`config.mk`:
```
export PLATFORM = sky130hd
export DESIGN_NAME = data_pack_convert
export DESIGN_NICKNAME = d
export VERILOG_FILES = /design/src/rtl/data_convert_pkg.sv /design/src/rtl/pack_out_reg.sv /design/src/rtl/data_pack_convert.sv
export SDC_FILE = /design/constraint.sdc
export NUM_CORES = 1
export LEC_CHECK = 0
export BUFFER_PORTS_ARGS = -buffer_cell sky130_fd_sc_hd__buf_2
export CORE_MARGIN = 2
export CORE_UTILIZATION = 50
export DETAILED_ROUTE_END_ITERATION = 8
export HOLD_SLACK_MARGIN = 0.15
export PLACE_DENSITY = 0.87
export SYNTH_ARGS = -nofsm -noshare
export SYNTH_HDL_FRONTEND = slang
export SYNTH_SLANG_ARGS = --single-unit
```
`constraint.sdc`:
```
create_clock -name clk -period 2.1 [get_ports clk]
set_clock_uncertainty 0.2 [all_clocks]
set_input_delay 0.21 -clock clk [delete_from_list [all_inputs] [get_ports clk]]
set_output_delay 0.21 -clock clk [all_outputs]
set_load 0.02 [all_outputs]
```
`src/rtl/data_convert_pkg.sv`:
```
// Shared defaults and width helpers for the half-word packing converter.
package data_convert_pkg;

    localparam int DEF_HALF_W    = 4;
    localparam int DEF_OUT_UNITS = 2;

    // Width needed to count 0..units inclusive.
    function automatic int cnt_w(input int units);
        return $clog2(units + 1);
    endfunction

endpackage

```
`src/rtl/pack_out_reg.sv`:
```
// Output holding register: keeps a packed word and its unit count stable until consumed.
module pack_out_reg #(
    parameter int OUT_W = 8,
    parameter int CNT_W = 2
) (
    input  logic             clk,
    input  logic             reset_n,
    input  logic             load_i,
    input  logic [OUT_W-1:0] data_i,
    input  logic [CNT_W-1:0] units_i,
    input  logic             ready_i,
    output logic             valid_o,
    output logic [OUT_W-1:0] data_o,
    output logic [CNT_W-1:0] units_o
);

    logic             valid_q, valid_d;
    logic [OUT_W-1:0] data_q, data_d;
    logic [CNT_W-1:0] units_q, units_d;

    // The packer only asserts load_i when the slot is free, so load wins over drain.
    always_comb begin
        valid_d = valid_q;
        data_d  = data_q;
        units_d = units_q;
        if (load_i) begin
            valid_d = 1'b1;
            data_d  = data_i;
            units_d = units_i;
        end else if (ready_i) begin
            valid_d = 1'b0;
        end
    end

    always_ff @(posedge clk) begin
        if (!reset_n) begin
            valid_q <= 1'b0;
            data_q  <= '0;
            units_q <= '0;
        end else begin
            valid_q <= valid_d;
            data_q  <= data_d;
            units_q <= units_d;
        end
    end

    assign valid_o = valid_q;
    assign data_o  = data_q;
    assign units_o = units_q;

endmodule

```
`src/rtl/data_pack_convert.sv`:
```
// Packs half or full input words into OUT_UNITS-unit output words, first unit in the MSBs.
module data_pack_convert
    import data_convert_pkg::*;
#(
    parameter int HALF_W    = DEF_HALF_W,
    parameter int OUT_UNITS = DEF_OUT_UNITS,
    localparam int IN_W     = 2 * HALF_W,
    localparam int OUT_W    = OUT_UNITS * HALF_W,
    localparam int CNT_W    = cnt_w(OUT_UNITS)
) (
    input  logic             clk,
    input  logic             reset_n,
    input  logic             enable,
    input  logic             in_valid,
    output logic             in_ready,
    input  logic             in_full,
    input  logic [IN_W-1:0]  in_data,
    input  logic             flush,
    output logic             out_valid,
    input  logic             out_ready,
    output logic [OUT_W-1:0] out_data,
    output logic [CNT_W-1:0] out_units
);

    logic [CNT_W-1:0]  count_q, count_d;
    logic [OUT_W-1:0]  acc_q, acc_d;
    logic              slot_free;
    logic              accept;
    logic              load;
    logic [OUT_W-1:0]  ld_data;
    logic [CNT_W-1:0]  ld_units;
    logic [OUT_W-1:0]  merged;
    logic [HALF_W-1:0] hi_unit, lo_unit;
    int                cnt_i;

    // Unused accumulator slots are always zero, so OR-ing a unit in is safe.
    function automatic logic [OUT_W-1:0] place(input logic [OUT_W-1:0] acc, input int idx,
                                               input logic [HALF_W-1:0] unit);
        logic [OUT_W-1:0] ext;
        ext = '0;
        ext[OUT_W-1 -: HALF_W] = unit;
        return acc | (ext >> (idx * HALF_W));
    endfunction

    assign slot_free = ~out_valid | out_ready;
    assign in_ready  = reset_n & enable & ~flush & slot_free;
    assign accept    = in_valid & in_ready;
    assign hi_unit   = in_data[IN_W-1:HALF_W];
    assign lo_unit   = in_data[HALF_W-1:0];
    assign cnt_i     = int'(count_q);

    always_comb begin
        acc_d    = acc_q;
        count_d  = count_q;
        load     = 1'b0;
        ld_data  = '0;
        ld_units = '0;
        merged   = '0;
        if (!enable) begin
            acc_d   = '0;
            count_d = '0;
        end else if (flush) begin
            if (count_q != '0 && slot_free) begin
                load     = 1'b1;
                ld_data  = acc_q;
                ld_units = count_q;
                acc_d    = '0;
                count_d  = '0;
            end
        end else if (accept) begin
            if (in_full) begin
                merged = place(acc_q, cnt_i, hi_unit);
                if (cnt_i + 2 < OUT_UNITS) begin
                    acc_d   = place(merged, cnt_i + 1, lo_unit);
                    count_d = CNT_W'(cnt_i + 2);
                end else if (cnt_i + 2 == OUT_UNITS) begin
                    load     = 1'b1;
                    ld_data  = place(merged, cnt_i + 1, lo_unit);
                    ld_units = CNT_W'(OUT_UNITS);
                    acc_d    = '0;
                    count_d  = '0;
                end else begin
                    // Low half spills over and starts the next word.
                    load     = 1'b1;
                    ld_data  = merged;
                    ld_units = CNT_W'(OUT_UNITS);
                    acc_d    = place('0, 0, lo_unit);
                    count_d  = CNT_W'(1);
                end
            end else begin
                merged = place(acc_q, cnt_i, lo_unit);
                if (cnt_i + 1 == OUT_UNITS) begin
                    load     = 1'b1;
                    ld_data  = merged;
                    ld_units = CNT_W'(OUT_UNITS);
                    acc_d    = '0;
                    count_d  = '0;
                end else begin
                    acc_d   = merged;
                    count_d = CNT_W'(cnt_i + 1);
                end
            end
        end
    end

    always_ff @(posedge clk) begin
        if (!reset_n) begin
            count_q <= '0;
            acc_q   <= '0;
        end else begin
            count_q <= count_d;
            acc_q   <= acc_d;
        end
    end

    pack_out_reg #(
        .OUT_W (OUT_W),
        .CNT_W (CNT_W)
    ) u_out_reg (
        .clk     (clk),
        .reset_n (reset_n),
        .load_i  (load),
        .data_i  (ld_data),
        .units_i (ld_units),
        .ready_i (out_ready),
        .valid_o (out_valid),
        .data_o  (out_data),
        .units_o (out_units)
    );

endmodule

```
==> results of run 1 <==
==> synthesized netlist by cell type (all sizes together), types with 3 or more instances <==
cell type / number
a2bb2oi: 4
mux2i: 4
nor2: 13
dfxtp: 21
inv: 3
o21ai: 6
a21oi: 10
and2: 5
a211oi: 4
buf: 4
a22oi: 4
nor3: 3
nand2: 6
o221a: 4
==> final cells by class <==
class / count / share of cell area (%)
multi-input combinational: 76 / 38.40
sequential: 21 / 30.94
timing repair buffer: 49 / 25.32
tap: 27 / 2.486
clock buffer: 3 / 1.657
inverter: 3 / 0.8287
clock inverter: 1 / 0.3683
==> kinds of logic (layout without fill, tap and decap cells) <==
| group | count (synthesis) | in the layout | synth area share [%] |
|---|---|---|---|
| AO/OA/AOI/OAI | 37 | 37 | 29.09 |
| AND/OR/NAND/NOR | 34 | 34 | 18.10 |
| flip-flops | 21 | 21 | 41.95 |
| buffers and inverters | 9 | 56 | 5.993 |
| multiplexers | 4 | 4 | 3.995 |
| XOR/XNOR | 1 | 1 | 0.8741 |
==> worst max-delay path by stage <==
stage,start,to,cells past startpoint
after CTS,u_out_reg.valid_o,u_out_reg.data_o[7],6
after global placement,u_out_reg.valid_o,u_out_reg.data_o[6],6
after global routing,u_out_reg.valid_o,u_out_reg.units_o[1],6
final,u_out_reg.valid_o,u_out_reg.units_o[1],6
after detailed placement,u_out_reg.valid_o,u_out_reg.data_o[7],6
after floorplan,u_out_reg.valid_o,u_out_reg.data_o[4],7
==> layout by cell type (no fill, tap or decap), types with 3 or more instances in the layout <==
cell,netlist,layout
a211oi_2,4,4
a21oi_1,9,9
a22oi_1,4,4
a2bb2oi_1,4,4
and2_1,4,4
buf_2,0,26
buf_4,1,7
clkbuf_4,0,3
dfxtp_1,21,21
dlygate4sd3_1,0,15
inv_1,3,3
mux2i_1,4,4
nand2_1,5,5
nor2_1,13,13
o21ai_1,4,4
o221a_2,4,4
==> flip-flops by register name, summed over array words and instances (netlist names) <==
register / cells
u_out_reg.data_o: 8
count_q: 2
acc_q: 8
u_out_reg.valid_o: 1
u_out_reg.units_o: 2
==> through the flow <==
stage          power (mW)  instance area, sq um
3_3_place_gp       0.4915                  1147
3_5_place_dp       0.4929                  1147
4_1_cts            0.7065                  1355
2_1_floorplan      0.4591                  1002
6_report           0.7022                  1359
5_1_grt            0.7308                  1359
==> report_power, final <==
group / switching, mW / internal, mW
Clock: 0.124 / 0.0708
Sequential: 0.00274 / 0.403
Combinational: 0.0514 / 0.0504
Total: 0.178 / 0.524
==> routing by layer <==
layer  wire length [microns]  up-vias
met4                      37        0
met3                     111        8
met5                       0        -
met2                    1279       36
li1                        -      480
met1                    1162      465
==> worst max-delay path, stage by stage, from the launching register on <==
cell	delay, ns
dfxtp_1	0.34
nor2b_1	0.15
or4b_4	0.57
a21oi_4	0.24
buf_4	0.14
nor2_1	0.04
a311oi_1	0.28
==> repair_timing <==
item                                    CTS  global route
endpoints found under the setup margin    1             1
gates resized for setup                   0             1
hold buffers                             15             0
buffers inserted                          4             0
hold endpoints to repair                 17             0
pin swaps                                 1             0
==> metrics.yaml, run 1 <==
wl_per_cell_microns: 14.39
hold_viol: 0
synth.area.top_cells: "dfxtp_1, a211oi_2, nor2_1"
seq_area_sq_um: 420.4
cts_sinks: 21
use_met2_pct: 37.67
utilization_pct: 70.70
port_buffers: 26
r2r_cells: 6
cap_viol_max_count: 0
die_y_microns: 48.77
drtAntennaViolNets: 0
initial_core_util_pct: 52.15
clock_latency_ns: 0.30
ys_warn_count: 0
fmaxAchievable_mhz: 486.9
required_ns: 2.10
syn_nets: 121
place.gp.congestion: 0.8496
die_w_microns: 48.77
synthCells: 106
drive_above_1_share_pct: 33.33
clk_path_buf_depth: 2
drt_drc_violations_left: 0
coreArea_sq_um: 1922
routed_wl_microns: 2591
setup_viol: 0
core.rowCount: 16
num-fill-cells: 153
vias: 989
htree_levels: 1
root_buffer: "clkbuf_4"
worstMarginPinSlew_ns: 0.5440
hp-start: "flush"
min-delay-path-class: "input port to flip-flop"
post-route-min-period_ns: 2.054
grt_usage_pct: 22.18
antenna_found_initial: 0
die-area_sq_um: 2379
grt_pass1_wl_microns: 4202
pre_cts_slack_ns: 0.02203
area_delta_synth_final_pct: 35.58
vdd_drop_max_mv: 0.4469
synth-async-reset-ratio_pct: 0
power.leakage_nw: 0.5964
grt_pass1_vias: 902
power_density_nw_per_um2: 516.8
synth_edf_count: 0
hold-worst-slack_ns: 0.2340
status: "finished, final reports clean"
synth_top_area_cell: "dfxtp_1"
synth_ff_type: "dfxtp_1"
clkTransAtPathRegs_ns: 0.12
antenna_cells: 0
post-route-period-util_pct: 97.80
critPathLaunchType: "flip-flop"
synth_area_sq_um: 1002
multi_input_area_sq_um: 521.8
busiest_layer: "met2"
worstHoldEndpoint: "count_q[1]"
rrSetupSlack_ns: 0.05
vias_per_cell: 5.494
crit_type: "flip-flop to flip-flop"
grt_use_met3_pct: 2.761
slew_viol_final: 0
final_cells: 180
avgSynthCellArea_sq_um: 9.455
fin_ws_ns: 0.04626
pin_count: 27
cts_buffers: 3
setup_tns_ns: 0
max_slew_margin_pct: 63.42
arrival_ns: 2.06
place_inst: 157
fin_nets: 169
cts_tree: "done"
dpl.hpwl_microns: 1669
r2r-start: "u_out_reg.valid_o"
yosysSeqAreaShare_pct: 41.95
ys_ff_latch: 21
holdPathStages: 4
met1_usage_pct: 30.51
grt_max_degree: 13
cp_max_fo: 6
grt_overflow: 0
rr_endpoint: "u_out_reg.units_o[1]"
yosys.area.top_type_share_pct: 41.95
initialDrtViolationCount: 28
synthDistinctLibCells: 32
dr.pass1.iters: 4
crit_path_end_kind: "flip-flop"
Power figures use the tool's default switching activity.
==> inputs of run 2 (changes only) <==
- PLACE_DENSITY: 0.87 -> 0.77
==> run 2 against run 1 <==
  * Worst hold slack worse by 0.077 ns
  * Critical endpoint is now u_out_reg.data_o[3]
  * Highest routed layer unchanged
  * Largest cell class unchanged
  * Fmax about the same
  * Wire length is 4.5% lower
==> metrics.yaml, run 2 (same netlist as run 1, synthesis figures left out) <==
vias: 958
grt_pass1_wl_microns: 4112
utilization_pct: 69.47
clock_latency_ns: 0.31
vdd_drop_max_mv: 0.5759
place.gp.congestion: 0.7845
grt_pass1_vias: 882
vias_per_cell: 5.412
post-route-period-util_pct: 97.83
hold_viol: 0
area_delta_synth_final_pct: 33.21
routed_wl_microns: 2475
drive_above_1_share_pct: 31.33
initialDrtViolationCount: 40
r2r-start: "count_q[1]"
critPathLaunchType: "input port"
critPathBufInv: 4
status: "finished, final reports clean"
power.leakage_nw: 0.5818
die_w_microns: 48.77
die_y_microns: 48.77
num-fill-cells: 150
cp_slowest_stage_delay_ns: 0.53
cts_tree: "done"
cap_viol_max_count: 0
rrSetupSlack_ns: 0.07
final_common_cell: "buf_2"
power.switching_uw: 173.1
power_density_nw_per_um2: 523.3
arrival_ns: 2.06
grt_usage_pct: 22.32
hp-start: "reset_n"
cp_max_fo: 6
p_sw_share_pct: 24.77
rr_endpoint: "u_out_reg.data_o[3]"
antenna_cells: 0
slew_viol_final: 0
crit_path_frequent_cell: "buf_4"
clk_path_buf_depth: 2
antenna_found_initial: 0
pin_count: 27
cts_buffers: 3
critPathSlowestCell: "dlygate4sd3_1"
cts_sinks: 21
rsz0062_at_grt: "false"
required_ns: 2.11
crit_family: "buffers and inverters"
cp_cell_sequence: "dlygate4sd3_1 > buf_2 > o31ai_1 > a21oi_4 > buf_4 > buf_4 > o221a_2"
max_slew_margin_pct: 63.88
clkTransAtPathRegs_ns: 0.11
fin_nets: 166
crit_path_end_kind: "flip-flop"
coreArea_sq_um: 1922
p_int_uw: 525.6
wl_per_cell_microns: 13.98
crit_end: "u_out_reg.data_o[3]"
cp-startpoint: "in_full"
layout_common_cells: "buf_2, dfxtp_1, dlygate4sd3_1, nor2_1, a21oi_1"
drtAntennaViolNets: 0
worstMarginPinSlew_ns: 0.5372
htree_levels: 1
drt_drc_violations_left: 0
comb_power_share_pct: 14.2
port_buffers: 26
root_buffer: "clkbuf_4"
grt_overflow: 0
initial_core_util_pct: 52.15
cp_num_cells: 7
fmaxAchievable_mhz: 486.7
p_clk_share_pct: 27.8
core.rowCount: 16
grt_max_degree: 12
post-route-min-period_ns: 2.054
dr.pass1.iters: 4
crit_type: "input port to flip-flop"
r2r_cells: 6
min-delay-path-class: "input port to flip-flop"
dpl.hpwl_microns: 1617
setup_viol: 0
seqPwrFrac_pct: 58.0
die-area_sq_um: 2379
setup_tns_ns: 0
==> run 2: cell types whose count changed in the layout (fill, tap and decap cells not counted), sizes merged <==
cell,change
clkinv,-1
buf,-3
clkbuf,+1
==> run 2: worst min-delay path: stages <==
cell and delay [ns]:
buf_2 0.12, nand2_4 0.07, a21oi_1 0.07, and2_1 0.15
==> run 2: metal layers <==
layer | wire length [microns] | global-route usage, % | part of all wire [%]
met5 | 0 | 0 | 0
met4 | 28 | 5.714 | 1.1
met3 | 126 | 6.748 | 5.1
met2 | 1201 | 38.13 | 49
met1 | 1119 | 27.33 | 45
==> run 2: worst min-delay path by stage <==
stage / to / cells past startpoint
after floorplan: count_q[1] / 2
after global placement: acc_q[0] / 1
after detailed placement: acc_q[2] / 1
after CTS: acc_q[3] / 4
after global routing: acc_q[0] / 4
final: acc_q[0] / 4
==> run 2: per-stage QoR <==
step	area, sq um	power (mW)	cells	hold WS [ns]	setup WS (ns)
after floorplan	1002	0.4591	106	0.1509	0.04039
after global placement	1140	0.4891	156	0.2537	0.1284
after detailed placement	1140	0.4903	156	0.2507	0.06117
after CTS	1316	0.6940	175	0.1621	0.02715
after global routing	1335	0.7312	177	0.1595	0.007870
final	1335	0.6986	177	0.1567	0.04551
==> run 2: cell type report <==
type,instances,area [sq um],share of cell area (%)
clock buffer,4,26.28,1.968
inverter,3,11.26,0.8435
multi-input combinational,76,521.8,39.08
sequential,21,420.4,31.49
tap,27,33.78,2.530
timing repair buffer,46,321.6,24.09
==> run 2: power by group through the flow <==
stage          registers (mW)  clock network [mW]  logic, mW
2_1_floorplan           0.418                   0     0.0408
3_3_place_gp            0.414                   0     0.0753
3_5_place_dp            0.414                   0     0.0764
4_1_cts                 0.405               0.193     0.0958
5_1_grt                 0.406               0.218      0.107
6_report                0.405               0.194     0.0995
==> run 2: timing repair <==
item,CTS,global route
setup buffers,0,2
resized for setup,0,1
endpoints found under the setup margin,0,4
hold buffers,15,0
hold endpoints to repair,17,0
